## src/rtl/nrisc_pkg.sv

```systemverilog
// nrisc_pkg: types and constants shared by the nrisc program loader and its helpers.
package nrisc_pkg;

  localparam int DATA_W  = 8;
  localparam int ADDR_W  = 8;
  localparam int COUNT_W = ADDR_W + 1;

  // Opcodes of the form 110xxx11 stop the core.
  localparam logic [DATA_W-1:0] HALT_MASK    = 8'b1110_0011;
  localparam logic [DATA_W-1:0] HALT_PATTERN = 8'b1100_0011;

  typedef enum logic [2:0] {
    ST_CLEAR,
    ST_LOAD,
    ST_RUN,
    ST_HALTED,
    ST_ERR
  } loader_state_t;

  function automatic logic is_halt_opcode(input logic [DATA_W-1:0] instr);
    return (instr & HALT_MASK) == HALT_PATTERN;
  endfunction

endpackage

```

## src/rtl/halt_match.sv

```systemverilog
// halt_match: purely combinational masked compare of the fetched instruction
// against the halt opcode pattern. Holds no state.
module halt_match
  import nrisc_pkg::*;
(
  input  logic [DATA_W-1:0] instr,
  output logic              match
);

  assign match = is_halt_opcode(instr);

endmodule

```

## src/rtl/prog_loader.sv

```systemverilog
// prog_loader: receives a program as a byte stream, writes it into program
// memory, then releases the nrisc core until it fetches a halt opcode.
// Optional feature macro PROG_LOADER_CLEAR_EN: when defined, memory is zeroed
// (CLEAR phase) after reset and after every restart before loading begins;
// when undefined the loader starts directly in LOAD and memory is preserved.
//
// Writes are registered: a byte accepted on one edge is presented on
// mem_addr/mem_wdata/mem_we during the following cycle. The state moves to
// RUN or ERR on that same acceptance edge, so the final byte's write is still
// visible in the first RUN/ERR cycle; those states never start a new write.
module prog_loader
  import nrisc_pkg::*;
#(
  parameter int DEPTH = 256
) (
  input  logic               c,
  input  logic               rst_n,
  input  logic               in_valid,
  input  logic [DATA_W-1:0]  in_data,
  input  logic               in_last,
  output logic               in_ready,
  output logic [ADDR_W-1:0]  mem_addr,
  output logic [DATA_W-1:0]  mem_wdata,
  output logic               mem_we,
  input  logic [DATA_W-1:0]  mem_instr,
  output logic               cpu_run,
  output logic               halt,
  input  logic               restart,
  output logic [COUNT_W-1:0] load_count,
  output logic               err
);

`ifdef PROG_LOADER_CLEAR_EN
  localparam loader_state_t     START_STATE = ST_CLEAR;
  localparam logic [ADDR_W-1:0] LAST_ADDR   = ADDR_W'(DEPTH - 1);
`else
  localparam loader_state_t     START_STATE = ST_LOAD;
`endif
  localparam logic [COUNT_W-1:0] LAST_COUNT = COUNT_W'(DEPTH - 1);

  loader_state_t       state;
  loader_state_t       next_state;
  logic [ADDR_W-1:0]   wr_addr;
  logic                ready_q;
  logic                accept;
  logic                halt_hit;

  halt_match u_halt_match (
    .instr (mem_instr),
    .match (halt_hit)
  );

  assign in_ready = ready_q;
  assign accept   = in_valid && ready_q && (state == ST_LOAD);

  // State register; reset lands in the first phase of a fresh load.
  always_ff @(posedge c or negedge rst_n) begin
    if (!rst_n) begin
      state <= START_STATE;
    end else begin
      state <= next_state;
    end
  end

  // Next-state selection and state-decoded core control outputs.
  always_comb begin
    next_state = state;
    cpu_run    = 1'b0;
    halt       = 1'b0;
    err        = 1'b0;
    case (state)
`ifdef PROG_LOADER_CLEAR_EN
      ST_CLEAR: begin
        if (wr_addr == LAST_ADDR) begin
          next_state = ST_LOAD;
        end
      end
`endif
      ST_LOAD: begin
        if (accept) begin
          if (in_last) begin
            next_state = ST_RUN;
          end else if (load_count == LAST_COUNT) begin
            next_state = ST_ERR;
          end
        end
      end
      ST_RUN: begin
        cpu_run = 1'b1;
        if (halt_hit) begin
          next_state = ST_HALTED;
        end
      end
      ST_HALTED: begin
        halt = 1'b1;
        if (restart) begin
          next_state = START_STATE;
        end
      end
      ST_ERR: begin
        halt = 1'b1;
        err  = 1'b1;
        if (restart) begin
          next_state = START_STATE;
        end
      end
      default: begin
        next_state = START_STATE;
      end
    endcase
  end

  // Write port, address pointer, byte counter and registered ready.
  always_ff @(posedge c or negedge rst_n) begin
    if (!rst_n) begin
      wr_addr    <= '0;
      load_count <= '0;
      mem_we     <= 1'b0;
      mem_addr   <= '0;
      mem_wdata  <= '0;
      ready_q    <= 1'b0;
    end else begin
      mem_we  <= 1'b0;
      ready_q <= (next_state == ST_LOAD);
      case (state)
`ifdef PROG_LOADER_CLEAR_EN
        ST_CLEAR: begin
          mem_we    <= 1'b1;
          mem_addr  <= wr_addr;
          mem_wdata <= '0;
          wr_addr   <= (wr_addr == LAST_ADDR) ? '0 : wr_addr + 1'b1;
        end
`endif
        ST_LOAD: begin
          if (accept) begin
            mem_we     <= 1'b1;
            mem_addr   <= wr_addr;
            mem_wdata  <= in_data;
            wr_addr    <= wr_addr + 1'b1;
            load_count <= load_count + 1'b1;
          end
        end
        ST_HALTED, ST_ERR: begin
          if (restart) begin
            wr_addr    <= '0;
            load_count <= '0;
          end
        end
        default: begin
        end
      endcase
    end
  end

endmodule

```

## config.mk

```make
export PLATFORM = sky130hd
export DESIGN_NAME = prog_loader
export DESIGN_NICKNAME = d
export VERILOG_FILES = /design/src/rtl/nrisc_pkg.sv /design/src/rtl/halt_match.sv /design/src/rtl/prog_loader.sv
export SDC_FILE = /design/constraint.sdc
export NUM_CORES = 1
export LEC_CHECK = 0
export ABC_CLOCK_PERIOD_IN_PS = 5200
export BUFFER_PORTS_ARGS = -buffer_cell sky130_fd_sc_hd__buf_2
export CAP_MARGIN = 15
export CORE_MARGIN = 2
export CORE_UTILIZATION = 45
export DETAILED_ROUTE_END_ITERATION = 10
export GPL_TIMING_DRIVEN = 0
export PLACE_DENSITY = 0.69
export SYNTH_ARGS = -nofsm -noshare
export SYNTH_HDL_FRONTEND = slang
export SYNTH_HIERARCHICAL = 1
export SYNTH_SLANG_ARGS = --single-unit
```

## constraint.sdc

```tcl
create_clock -name c -period 5.2 [get_ports c]
set_input_delay 0.52 -clock c [delete_from_list [all_inputs] [get_ports c]]
set_output_delay 0.52 -clock c [all_outputs]
set_load 0.03 [all_outputs]
```

; Word level (Yosys, flattened, before mapping)
; Index checks and enable logic that the tools add are counted.
[op_classes]
muxes = 17
add_sub_neg = 2
mul = 0
order_cmp = 0
n_eq_ne = 9
shifts = 0
n_bitwise = 0
n_reduce_logical = 6
div = 0
[ops]
columns = op, n
row1 = $mux 9, 2
row2 = $pmux 9 s2, 1
row3 = $mux 8, 2
row4 = $pmux 8 s2, 1
row5 = $mux 3, 5
row6 = $add 9x1->9 const B, 1
row7 = $eq 9x8->1 const B, 1
row8 = $pmux 3 s3, 1
row9 = $add 8x1->8 const B, 1
row10 = $eq 3x1->1 const B, 2
row11 = $eq 3x2->1 const B, 2
row12 = $eq 5x5->1 const B, 1
row13 = $mux 1, 5
row14 = $eq 3x3->1 const B, 1
row15 = $reduce_and 3->1, 1
row16 = $logic_and 1x1->1, 2
row17 = $ne 2x1->1 const B, 1
row18 = $ne 2x2->1 const B, 1
row19 = $reduce_and 2->1, 1
row20 = $reduce_bool 2->1, 1
row21 = $reduce_or 2->1, 1
[totals]
latch_bits = 0
input_bits = 21
out_inout_bits = 30
ramBits = 0
mem_count = 0
register_bits = 38
rom_bits = 0

; Depth between registers and ports, before layout
; Gate-level depths: netlist of the first run.
[depth]
ltp_word = 6
ltp_mapped = 8
ltp_nobuf = 8

; Cells and area by module
; The synthesis of the first run kept the hierarchy.
[modules_own_cells]
columns = module, n_inst, area_each_um2, cells_per_inst
row1 = prog_loader, 1, 1757.9, 184
row2 = halt_match, 1, 17.5, 2

; Worst setup path after synthesis of the first run
; No wires, ideal clock.
[synth_timing]
path_type = register -> output
start = register state[1]
end = output halt
stages_incl_launch_ff = 4
t_arrival_ns = 1.956
setup_slack_ns = 2.724
path_buffers = 0
path_cell_list = dfrtp_1 nor3b_1 nor2_1 inv_1
[synth_between]
elab_chain_len = 3
[synth_rtl]
columns = element, line_no
row1 = start: declaration, prog_loader.sv:41  ; loader_state_t state;
row2 = start signal: assignment, prog_loader.sv:61  ; state <= next_state;
row3 = $eq 3x3->1 / $eq 3x2->1 (equally long branches), prog_loader.sv:71  ; case (state)
row4 = $reduce_or 2->1 (no line) (*), n/a
row5 = $mux 1 (*), prog_loader.sv:71
row6 = end: declaration, prog_loader.sv:27  ; output logic halt,
; Every way passes the cells marked *; elsewhere a longest branch is shown, timed or not.

; Final worst setup path of the first run
[layout_timing]
start = register state[0]
end = output halt
; The elaborated chain is that of the path after synthesis.

==> impl_results.html, run 1 <==
<table>
<tr><th>Metric</th><th>Value</th></tr>
<tr><th colspan="2">Global route</th></tr>
<tr><td>Number of antenna violations at the first check in global routing</td><td>0</td></tr>
<tr><td>Global Route Usage Sum</td><td>between 10% and 20%</td></tr>
<tr><td>Leftover overflow at the end of global routing</td><td>0</td></tr>
<tr><td>Number of global-route vias before repair</td><td>approximately 1.4k</td></tr>
<tr><td>Largest net degree at the start of global routing</td><td>39</td></tr>
<tr><td>Global-route wire length before repair</td><td>roughly 6.3 mm</td></tr>
<tr><th colspan="2">Critical path</th></tr>
<tr><td>Master of the slowest instance on the critical path</td><td>sky130_fd_sc_hd__dfstp_2</td></tr>
<tr><td>Critical path, cell by cell</td><td>nor3b_1 &gt; nor2_1 &gt; inv_1 &gt; buf_2</td></tr>
<tr><td>Crit path max fanout</td><td>8</td></tr>
<tr><td>Buf/Inv on CP</td><td>2</td></tr>
<tr><td>Launching element type of the critical path</td><td>flip-flop</td></tr>
<tr><td>RR Startpoint</td><td>state[0]$_DFF_PN1_</td></tr>
<tr><td>Reg-to-reg critical path endpoint</td><td>load_count[4]$_DFFE_PN0P_</td></tr>
<tr><td>Critical path data required time</td><td>around 4.7 ns</td></tr>
<tr><td>Endpoint kind of the worst setup timing path</td><td>primary output</td></tr>
<tr><td>Largest delay share family, worst path</td><td>flip-flops</td></tr>
<tr><td>Number of cells on the worst reg-to-reg path</td><td>5</td></tr>
<tr><td>Delay of the slowest cell on the worst path</td><td>0.59 ns</td></tr>
<tr><td>Critical setup path kind</td><td>flip-flop to primary output</td></tr>
<tr><td>Flop2flop setup slack</td><td>3.17 ns</td></tr>
<tr><td>Worst EP arrival</td><td>slightly below 2 ns</td></tr>
<tr><th colspan="2">Yosys</th></tr>
<tr><td>Syn nets</td><td>between 200 and 250</td></tr>
<tr><td>Avg Synthesized Cell Area</td><td>roughly 9.5 um2</td></tr>
<tr><td>Cell taking the most area after synthesis</td><td>sky130_fd_sc_hd__dfrtp_1</td></tr>
<tr><td>Netlist area before placement</td><td>approximately 1800 um2</td></tr>
<tr><td>Fraction of synthesized cell area taken by the top area cell type</td><td>52.1%</td></tr>
<tr><td>Yosys cell types</td><td>37</td></tr>
<tr><td>Sequential cell area fraction in the yosys report</td><td>about 54%</td></tr>
<tr><td>Post-synth EDFFs</td><td>0</td></tr>
<tr><td>Cells after Synth</td><td>186</td></tr>
<tr><td>Flip-flop and latch count after synthesis</td><td>38</td></tr>
<tr><td>Most numerous cell types in the synthesized netlist</td><td>58 x sky130_fd_sc_hd__nand2_1, 37 x sky130_fd_sc_hd__dfrtp_1, 10 x sky130_fd_sc_hd__nand3_1</td></tr>
<tr><td>Leading register cell type out of synthesis</td><td>sky130_fd_sc_hd__dfrtp_1</td></tr>
<tr><td>Share of synthesized registers carrying an async set or reset</td><td>100%</td></tr>
<tr><td>Total of warnings raised by yosys</td><td>6</td></tr>
<tr><td>Most used standard cell by instance count after synthesis</td><td>sky130_fd_sc_hd__nand2_1</td></tr>
<tr><td>Ranking of synthesized cells by area</td><td>sky130_fd_sc_hd__dfrtp_1 52%, sky130_fd_sc_hd__nand2_1 12%, sky130_fd_sc_hd__a22o_1 3.5%</td></tr>
<tr><th colspan="2">Die</th></tr>
<tr><td>Initial core utilization</td><td>47.8%</td></tr>
<tr><td>Total die area</td><td>4460 um2</td></tr>
<tr><td>Die extent in y</td><td>around 67 um</td></tr>
<tr><td>Die outline width</td><td>roughly 67 um</td></tr>
<tr><td>Number of rows in the core area</td><td>22</td></tr>
<tr><td>Area inside the core boundary</td><td>between 3000 and 4000 um2</td></tr>
<tr><td>I/O pin count</td><td>51</td></tr>
<tr><th colspan="2">Pwr</th></tr>
<tr><td>Leakage</td><td>1.20 nW</td></tr>
<tr><td>Largest vdd supply drop</td><td>between 0.0003 and 0.0004 V</td></tr>
<tr><td>Power per unit of standard cell area</td><td>just under 600 nW/um2</td></tr>
<tr><th colspan="2">Placed design</th></tr>
<tr><td>Placed wire-length estimate</td><td>approximately 2.5 mm</td></tr>
<tr><td>Port Buffer Count</td><td>47</td></tr>
<tr><td>Weighted congestion reported at the end of routability-driven placement</td><td>around 0.77</td></tr>
<tr><th colspan="2">Detailed routing</th></tr>
<tr><td>Residual antenna-violating net count after detailed routing</td><td>0</td></tr>
<tr><td>DRC marker count from the first detailed-route iteration</td><td>71</td></tr>
<tr><td>Total iterations of the first detailed-routing run</td><td>4</td></tr>
<tr><td>Final WL</td><td>roughly 3.7 mm</td></tr>
<tr><td>Total vias in the final route</td><td>roughly 1.5k</td></tr>
<tr><td>DRC violations left</td><td>0</td></tr>
<tr><td>Post-detailed-route via-to-cell ratio</td><td>~5.2</td></tr>
<tr><td>Post-detailed-route wirelength per cell</td><td>12.7 um</td></tr>
<tr><th colspan="2">Clock tree</th></tr>
<tr><td>Insertion delay of the later-clocked pin in the worst-skew pair</td><td>roughly 0.29 ns</td></tr>
<tr><td>Buffer levels on the longest clock path</td><td>2</td></tr>
<tr><td>Setup repair bufs after CTS</td><td>0</td></tr>
<tr><td>Clock transition at the register clock pins on the worst setup and hold paths after CTS</td><td>about 0.070 ns</td></tr>
<tr><td>CTS Root Cell</td><td>sky130_fd_sc_hd__clkbuf_8</td></tr>
<tr><td>Number of gates given a new drive strength after cts</td><td>0</td></tr>
<tr><td>CTS H-Tree Depth</td><td>2</td></tr>
<tr><td>Clock tree from TritonCTS</td><td>built</td></tr>
<tr><td>Sink Count</td><td>38</td></tr>
<tr><td>Cts hold-fix bufs</td><td>0</td></tr>
<tr><td>Number of CTS-inserted buffers</td><td>5</td></tr>
<tr><th colspan="2">Timing</th></tr>
<tr><td>Fin crit share</td><td>a little under half</td></tr>
<tr><td>Post-route minimum period</td><td>approximately 2.4 ns</td></tr>
<tr><td>Layout Skew</td><td>~0.0054 ns</td></tr>
<tr><td>Final Max Slew Viols</td><td>0</td></tr>
<tr><td>Slew at the pin closest to its max-slew limit</td><td>approximately 0.83 ns</td></tr>
<tr><td>Total count of hold-check failures in the final report</td><td>0</td></tr>
<tr><td>Setup total negative slack</td><td>0 ns</td></tr>
<tr><td>Number of setup violations in the final report</td><td>0</td></tr>
<tr><td>Final-layout worst hold slack</td><td>0.327 ns</td></tr>
<tr><td>Relative slew slack</td><td>between 40 and 50%</td></tr>
<tr><td>RSZ-0062 raised after global routing</td><td>false</td></tr>
<tr><td>Achievable frequency</td><td>approximately 0.4 GHz</td></tr>
<tr><th colspan="2">Final layout</th></tr>
<tr><td>Share of post-route cells with drive strength above 1</td><td>around 28%</td></tr>
<tr><td>Total inserted antenna cells</td><td>0</td></tr>
<tr><td>Layout fillers</td><td>about 340</td></tr>
<tr><td># nets final</td><td>approximately 260</td></tr>
<tr><td>P&amp;R area growth vs syn</td><td>24.7%</td></tr>
<tr><th colspan="2">Worst hold path</th></tr>
<tr><td>Worst min-delay path class</td><td>input pin to async pin</td></tr>
<tr><th colspan="2">Status</th></tr>
<tr><td>Result of the run</td><td>complete, no violations</td></tr>
<tr><th colspan="2">Flow run</th></tr>
<tr><td>Max-cap check violation count</td><td>0</td></tr>
</table>
[flip-flops by register name, summed over array words and instances (netlist names)]
register,count
mem_wdata,8
mem_addr,8
state,3
load_count,9
mem_we,1
in_ready,1
wr_addr,8
[area by class of cell]
type | instances | area (um2) | share of cell area (%)
inverter | 6 | 22.5 | 1.02
sequential | 38 | 952 | 43.0
buffer | 9 | 50.0 | 2.26
tap | 48 | 60.1 | 2.71
clock buffer | 6 | 82.6 | 3.73
timing repair buffer | 47 | 235 | 10.6
clock inverter | 2 | 60.1 | 2.71
multi-input combinational | 133 | 751 | 33.9
[stage by stage]
stage	setup WS (ns)	area [um2]	total power, W	util, %	std cells
3_5_place_dp	3.09	2070	0.000983	55.7	281
2_1_floorplan	2.72	1780	0.000829	-	186
4_1_cts	2.74	2210	0.00129	59.6	289
6_report	2.75	2210	0.00128	59.6	289
5_1_grt	2.58	2210	0.00137	59.6	289
3_3_place_gp	3.08	2070	0.000979	55.7	281
[worst register-to-register path, cell delays in order (launching register included)]
cell	delay, ns
sky130_fd_sc_hd__dfstp_2	0.59
sky130_fd_sc_hd__nor3b_1	0.10
sky130_fd_sc_hd__nor2_1	0.43
sky130_fd_sc_hd__inv_1	0.27
sky130_fd_sc_hd__or3_1	0.39
sky130_fd_sc_hd__o211ai_1	0.17
[logic make-up (layout without fill, tap and decap cells)]
| family | Yosys count | in the layout | share of synthesized area, % |
|---|---|---|---|
| and+or+nand+nor | 95 | 95 | 24.7 |
| DFF | 38 | 38 | 53.6 |
| AOI/OAI and AO/OA | 29 | 29 | 12.1 |
| adders and majority gates | 3 | 3 | 2.11 |
| buffers and inverters | 15 | 70 | 4.09 |
| muxes | 6 | 6 | 3.38 |
[where the power goes]
| part | switching (W) | internal [W] |
|---|---|---|
| combinational | 0.000355 | 0.000170 |
| sequential | 0.0000683 | 0.000384 |
| clock | 0.000102 | 0.000205 |
| total | 0.000525 | 0.000758 |
[layout by cell type (no fill, tap or decap), drive strengths merged, types with 2 or more instances in the layout]
cell / Yosys / routed
nand2: 58 / 58
buf: 6 / 53
dfrtp: 37 / 37
nand3: 10 / 10
clkbuf: 3 / 9
nor2: 7 / 7
a22o: 7 / 7
mux2i: 6 / 6
inv: 6 / 6
a2bb2oi: 5 / 5
a21oi: 4 / 4
a21o: 4 / 4
nor3: 4 / 4
o21ai: 3 / 3
ha: 3 / 3
and3: 2 / 2
and4: 2 / 2
nand4: 2 / 2
and2: 2 / 2
bufinv: 0 / 2
nor3b: 2 / 2
[how the worst max path moves through the flow]
stage | cells after the start | startpoint | to | slack, ns
finish | 4 | state[0]$_DFF_PN1_ | halt | 2.75
global route | 4 | state[0]$_DFF_PN1_ | halt | 2.58
CTS | 4 | state[0]$_DFF_PN1_ | halt | 2.74
detailed placement | 4 | state[0]$_DFF_PN1_ | halt | 3.09
global placement | 4 | state[0]$_DFF_PN1_ | halt | 3.08
floorplan | 3 | state[1]$_DFF_PN0_ | halt | 2.72
[routing by layer]
metal | up-vias | track usage, % | wire [um] | part of all wire, %
li1 | 749 | - | - | -
met1 | 716 | 25.7 | 1770 | 48
met2 | 37 | 29.4 | 1640 | 44
met3 | 6 | 5.57 | 235 | 6.4
met4 | 0 | 5.61 | 44 | 1.2
met5 | - | 0 | 0 | 0
(Power assumes the default switching activity.)
==> inputs of run 2 (changes only) <==
- ABC_CLOCK_PERIOD_IN_PS: 5200 -> 2100
- PLACE_DENSITY: 0.69 -> 0.71
- clock period: 5.2 -> 2.1 ns (I/O delays scaled with it)
==> run 2 against run 1 <==
Net effect:
- wire length rose by 0.52%
- final area fell by 2.0%
- largest cell class unchanged
- combinational power rose by 150%
- register-to-register slack got worse by 3.1 ns
- critical path depth rose by 2
- flip-flop and latch count did not move
- non-clock buffer count fell by 1
- count of clock-buffer cells in the layout rose by 1
- die area did not move
- global-route usage fell by 0.13 points
- clock power rose by 66%
- clock skew rose by 0.0028 ns
==> impl_results.html, run 2 (synthesized netlist as in run 1, its figures left out) <==
<table>
<tr><th>Metric</th><th>Value</th></tr>
<tr><th colspan="2">Status</th></tr>
<tr><td>Result of the run</td><td>complete, no violations</td></tr>
<tr><th colspan="2">Clock tree</th></tr>
<tr><td>Buffer levels on the longest clock path</td><td>2</td></tr>
<tr><td>Insertion delay of the later-clocked pin in the worst-skew pair</td><td>about 0.29 ns</td></tr>
<tr><td>CTS H-Tree Depth</td><td>2</td></tr>
<tr><td>Setup repair bufs after CTS</td><td>0</td></tr>
<tr><td>Clock tree from TritonCTS</td><td>built</td></tr>
<tr><td>Sink Count</td><td>38</td></tr>
<tr><td>Number of CTS-inserted buffers</td><td>5</td></tr>
<tr><td>Clock transition at the register clock pins on the worst setup and hold paths after CTS</td><td>approximately 0.08 ns</td></tr>
<tr><td>CTS Root Cell</td><td>sky130_fd_sc_hd__clkbuf_8</td></tr>
<tr><th colspan="2">Critical path</th></tr>
<tr><td>Master of the slowest instance on the critical path</td><td>sky130_fd_sc_hd__dfstp_2</td></tr>
<tr><td>Critical path, cell by cell</td><td>inv_2 &gt; or4_1 &gt; buf_2 &gt; buf_6 &gt; a22o_1 &gt; a21o_1</td></tr>
<tr><td>Worst EP arrival</td><td>2.16 ns</td></tr>
<tr><td>Largest delay share family, worst path</td><td>flip-flops</td></tr>
<tr><td>Levels on crit path</td><td>6</td></tr>
<tr><td>Flop2flop setup slack</td><td>0.12 ns</td></tr>
<tr><td>Crit path max fanout</td><td>19</td></tr>
<tr><td>Number of cells on the worst reg-to-reg path</td><td>6</td></tr>
<tr><td>Buf/Inv on CP</td><td>3</td></tr>
<tr><td>Launching element type of the critical path</td><td>flip-flop</td></tr>
<tr><td>Delay of the slowest cell on the worst path</td><td>about 0.60 ns</td></tr>
<tr><td>Reg-to-reg critical path endpoint</td><td>wr_addr[3]$_DFFE_PN0P_</td></tr>
<tr><td>Critical path data required time</td><td>approximately 2.3 ns</td></tr>
<tr><td>Critical setup path kind</td><td>flip-flop to flip-flop</td></tr>
<tr><td>Crit path capture</td><td>wr_addr[3]$_DFFE_PN0P_</td></tr>
<tr><td>RR Startpoint</td><td>state[0]$_DFF_PN1_</td></tr>
<tr><td>Launching element of the worst setup path</td><td>state[0]$_DFF_PN1_</td></tr>
<tr><td>Endpoint kind of the worst setup timing path</td><td>flip-flop</td></tr>
<tr><th colspan="2">Pwr</th></tr>
<tr><td>Switching pwr</td><td>0.00130 W</td></tr>
<tr><td>Power per unit of standard cell area</td><td>between 1000 and 1500 nW/um2</td></tr>
<tr><td>Tot Pwr</td><td>0.00293 W</td></tr>
<tr><td>Proportion of power drawn by the clock network</td><td>approximately 17%</td></tr>
<tr><td>Largest vdd supply drop</td><td>roughly 0.00084 V</td></tr>
<tr><td>Power share of the sequential group</td><td>38.3%</td></tr>
<tr><td>Share of power burned in combinational logic</td><td>~44%</td></tr>
<tr><td>Switching power as a share of total power</td><td>44.2%</td></tr>
<tr><td>Leakage</td><td>roughly 1.2 nW</td></tr>
<tr><td>Cell-internal power</td><td>roughly 0.0016 W</td></tr>
<tr><th colspan="2">Detailed routing</th></tr>
<tr><td>Highest metal layer used by the detailed router</td><td>met4</td></tr>
<tr><td>Residual antenna-violating net count after detailed routing</td><td>0</td></tr>
<tr><td>Total iterations of the first detailed-routing run</td><td>4</td></tr>
<tr><td>Met2 WL</td><td>between 1.5 and 2 mm</td></tr>
<tr><td>Post-detailed-route wirelength per cell</td><td>between 10 and 15 um</td></tr>
<tr><td>Total vias in the final route</td><td>around 1.5k</td></tr>
<tr><td>Final WL</td><td>around 3.7 mm</td></tr>
<tr><td>DRC violations left</td><td>0</td></tr>
<tr><td>Metal-1 WL</td><td>around 1.8 mm</td></tr>
<tr><td>Post-detailed-route via-to-cell ratio</td><td>approximately 5.2</td></tr>
<tr><td>DRC marker count from the first detailed-route iteration</td><td>~90</td></tr>
<tr><td>Met3 wire length</td><td>between 200 and 250 um</td></tr>
<tr><th colspan="2">Die</th></tr>
<tr><td>Total die area</td><td>between 4000 and 5000 um2</td></tr>
<tr><td>Area inside the core boundary</td><td>about 3700 um2</td></tr>
<tr><td>Die extent in y</td><td>~67 um</td></tr>
<tr><td>Die outline width</td><td>between 60 and 70 um</td></tr>
<tr><td>Number of rows in the core area</td><td>22</td></tr>
<tr><td>I/O pin count</td><td>51</td></tr>
<tr><td>Initial core utilization</td><td>47.8%</td></tr>
<tr><th colspan="2">Final layout</th></tr>
<tr><td>P&amp;R area growth vs syn</td><td>22.2%</td></tr>
<tr><td>Flip-flop count of the largest register after layout</td><td>9</td></tr>
<tr><td>Share of post-route cells with drive strength above 1</td><td>roughly 29%</td></tr>
<tr><td>Utilization of the core after routing</td><td>just under 60%</td></tr>
<tr><td># nets final</td><td>263</td></tr>
<tr><td>Most common cell after layout, fill and taps aside</td><td>sky130_fd_sc_hd__nand2_1</td></tr>
<tr><td>Seq. cell area</td><td>between 900 and 1000 um2</td></tr>
<tr><td>Total inserted antenna cells</td><td>0</td></tr>
<tr><td>Final design instance area without fill</td><td>around 2200 um2</td></tr>
<tr><td>Register name with the most flops</td><td>load_count</td></tr>
<tr><td>Most used cells in the layout excluding fill and tap cells</td><td>58 x sky130_fd_sc_hd__nand2_1, 51 x sky130_fd_sc_hd__buf_2, 37 x sky130_fd_sc_hd__dfrtp_1</td></tr>
<tr><td>Layout fillers</td><td>between 300 and 400</td></tr>
<tr><td>Multi-input logic area</td><td>approximately 760 um2</td></tr>
<tr><th colspan="2">Timing</th></tr>
<tr><td>Setup total negative slack</td><td>0 ns</td></tr>
<tr><td>Total count of hold-check failures in the final report</td><td>0</td></tr>
<tr><td>Final Max Slew Viols</td><td>0</td></tr>
<tr><td>Number of setup violations in the final report</td><td>0</td></tr>
<tr><td>Post-route minimum period</td><td>a little under 2 ns</td></tr>
<tr><td>Achievable frequency</td><td>approximately 0.51 GHz</td></tr>
<tr><td>Layout Skew</td><td>roughly 0.008 ns</td></tr>
<tr><td>Fin crit share</td><td>94.3%</td></tr>
<tr><td>RSZ-0062 raised after global routing</td><td>false</td></tr>
<tr><td>Final-layout worst hold slack</td><td>roughly 0.0081 ns</td></tr>
<tr><td>Slew at the pin closest to its max-slew limit</td><td>0.819 ns</td></tr>
<tr><td>Relative slew slack</td><td>45.4%</td></tr>
<tr><th colspan="2">Flow run</th></tr>
<tr><td>Max-cap check violation count</td><td>0</td></tr>
<tr><th colspan="2">Global route</th></tr>
<tr><td>Number of global-route vias before repair</td><td>approximately 1.4k</td></tr>
<tr><td>Number of antenna violations at the first check in global routing</td><td>0</td></tr>
<tr><td>Global-route wire length before repair</td><td>6.31 mm</td></tr>
<tr><td>Global Route Usage Sum</td><td>approximately a fifth</td></tr>
<tr><td>Largest net degree at the start of global routing</td><td>39</td></tr>
<tr><td>Leftover overflow at the end of global routing</td><td>0</td></tr>
<tr><th colspan="2">Placed design</th></tr>
<tr><td>Weighted congestion reported at the end of routability-driven placement</td><td>0.747</td></tr>
<tr><td>Total cell area at the placement stage</td><td>between 2000 and 2500 um2</td></tr>
<tr><td>Placed wire-length estimate</td><td>~2.6 mm</td></tr>
<tr><td>Port Buffer Count</td><td>47</td></tr>
<tr><th colspan="2">Worst hold path</th></tr>
<tr><td>Worst min-delay path class</td><td>input pin to async pin</td></tr>
</table>
## run 2: cell count changes in the layout (fill, tap and decap cells not counted), sizes merged
| cell | before | now |
|---|---|---|
| bufinv | 2 | 0 |
| clkinv | 0 | 1 |
## run 2: stage by stage
stage	cells	setup WS, ns
2_1_floorplan	186	0.175
3_3_place_gp	281	0.0419
3_5_place_dp	281	0.0617
4_1_cts	289	0.101
5_1_grt	288	0.0165
6_report	288	0.120
## run 2: what timing repair did
| item | in CTS | in global routing |
|---|---|---|
| gates cloned | 0 | 0 |
| endpoints found under the setup margin | 1 | 7 |
| resized for setup | 1 | 1 |
| hold buffers | 0 | 0 |
## run 2: area by class of cell
class / instances / area share (%)
plain buffers: 8 / 2.13
clock buffers: 7 / 3.98
clock inverters: 1 / 0.231
inverters: 6 / 1.04
multi-input cells: 133 / 35.1
flip-flops and latches: 38 / 43.9
well taps: 48 / 2.77
repair buffers: 47 / 10.8
## run 2: how the worst min path moves through the flow
stage / startpoint / end
2_1_floorplan: rst_n / in_ready$_DFF_PN0_
3_3_place_gp: rst_n / in_ready$_DFF_PN0_
3_5_place_dp: rst_n / in_ready$_DFF_PN0_
4_1_cts: rst_n / in_ready$_DFF_PN0_
5_1_grt: rst_n / in_ready$_DFF_PN0_
6_report: rst_n / in_ready$_DFF_PN0_
## run 2: power groups by stage
stage               combinational [W]  sequential, W  clock [W]
finish                        0.00130        0.00112   0.000509
global route                  0.00144        0.00116   0.000559
CTS                           0.00132        0.00112   0.000523
detailed placement            0.00131        0.00114          0
global placement              0.00130        0.00113          0
floorplan                    0.000609        0.00145          0
## run 2: metal layers
metal | GRT usage (%) | up-vias
met5 | 0 | -
met4 | 6.89 | 0
met3 | 4.73 | 9
met2 | 30.4 | 46
met1 | 24.4 | 706
li1 | - | 746
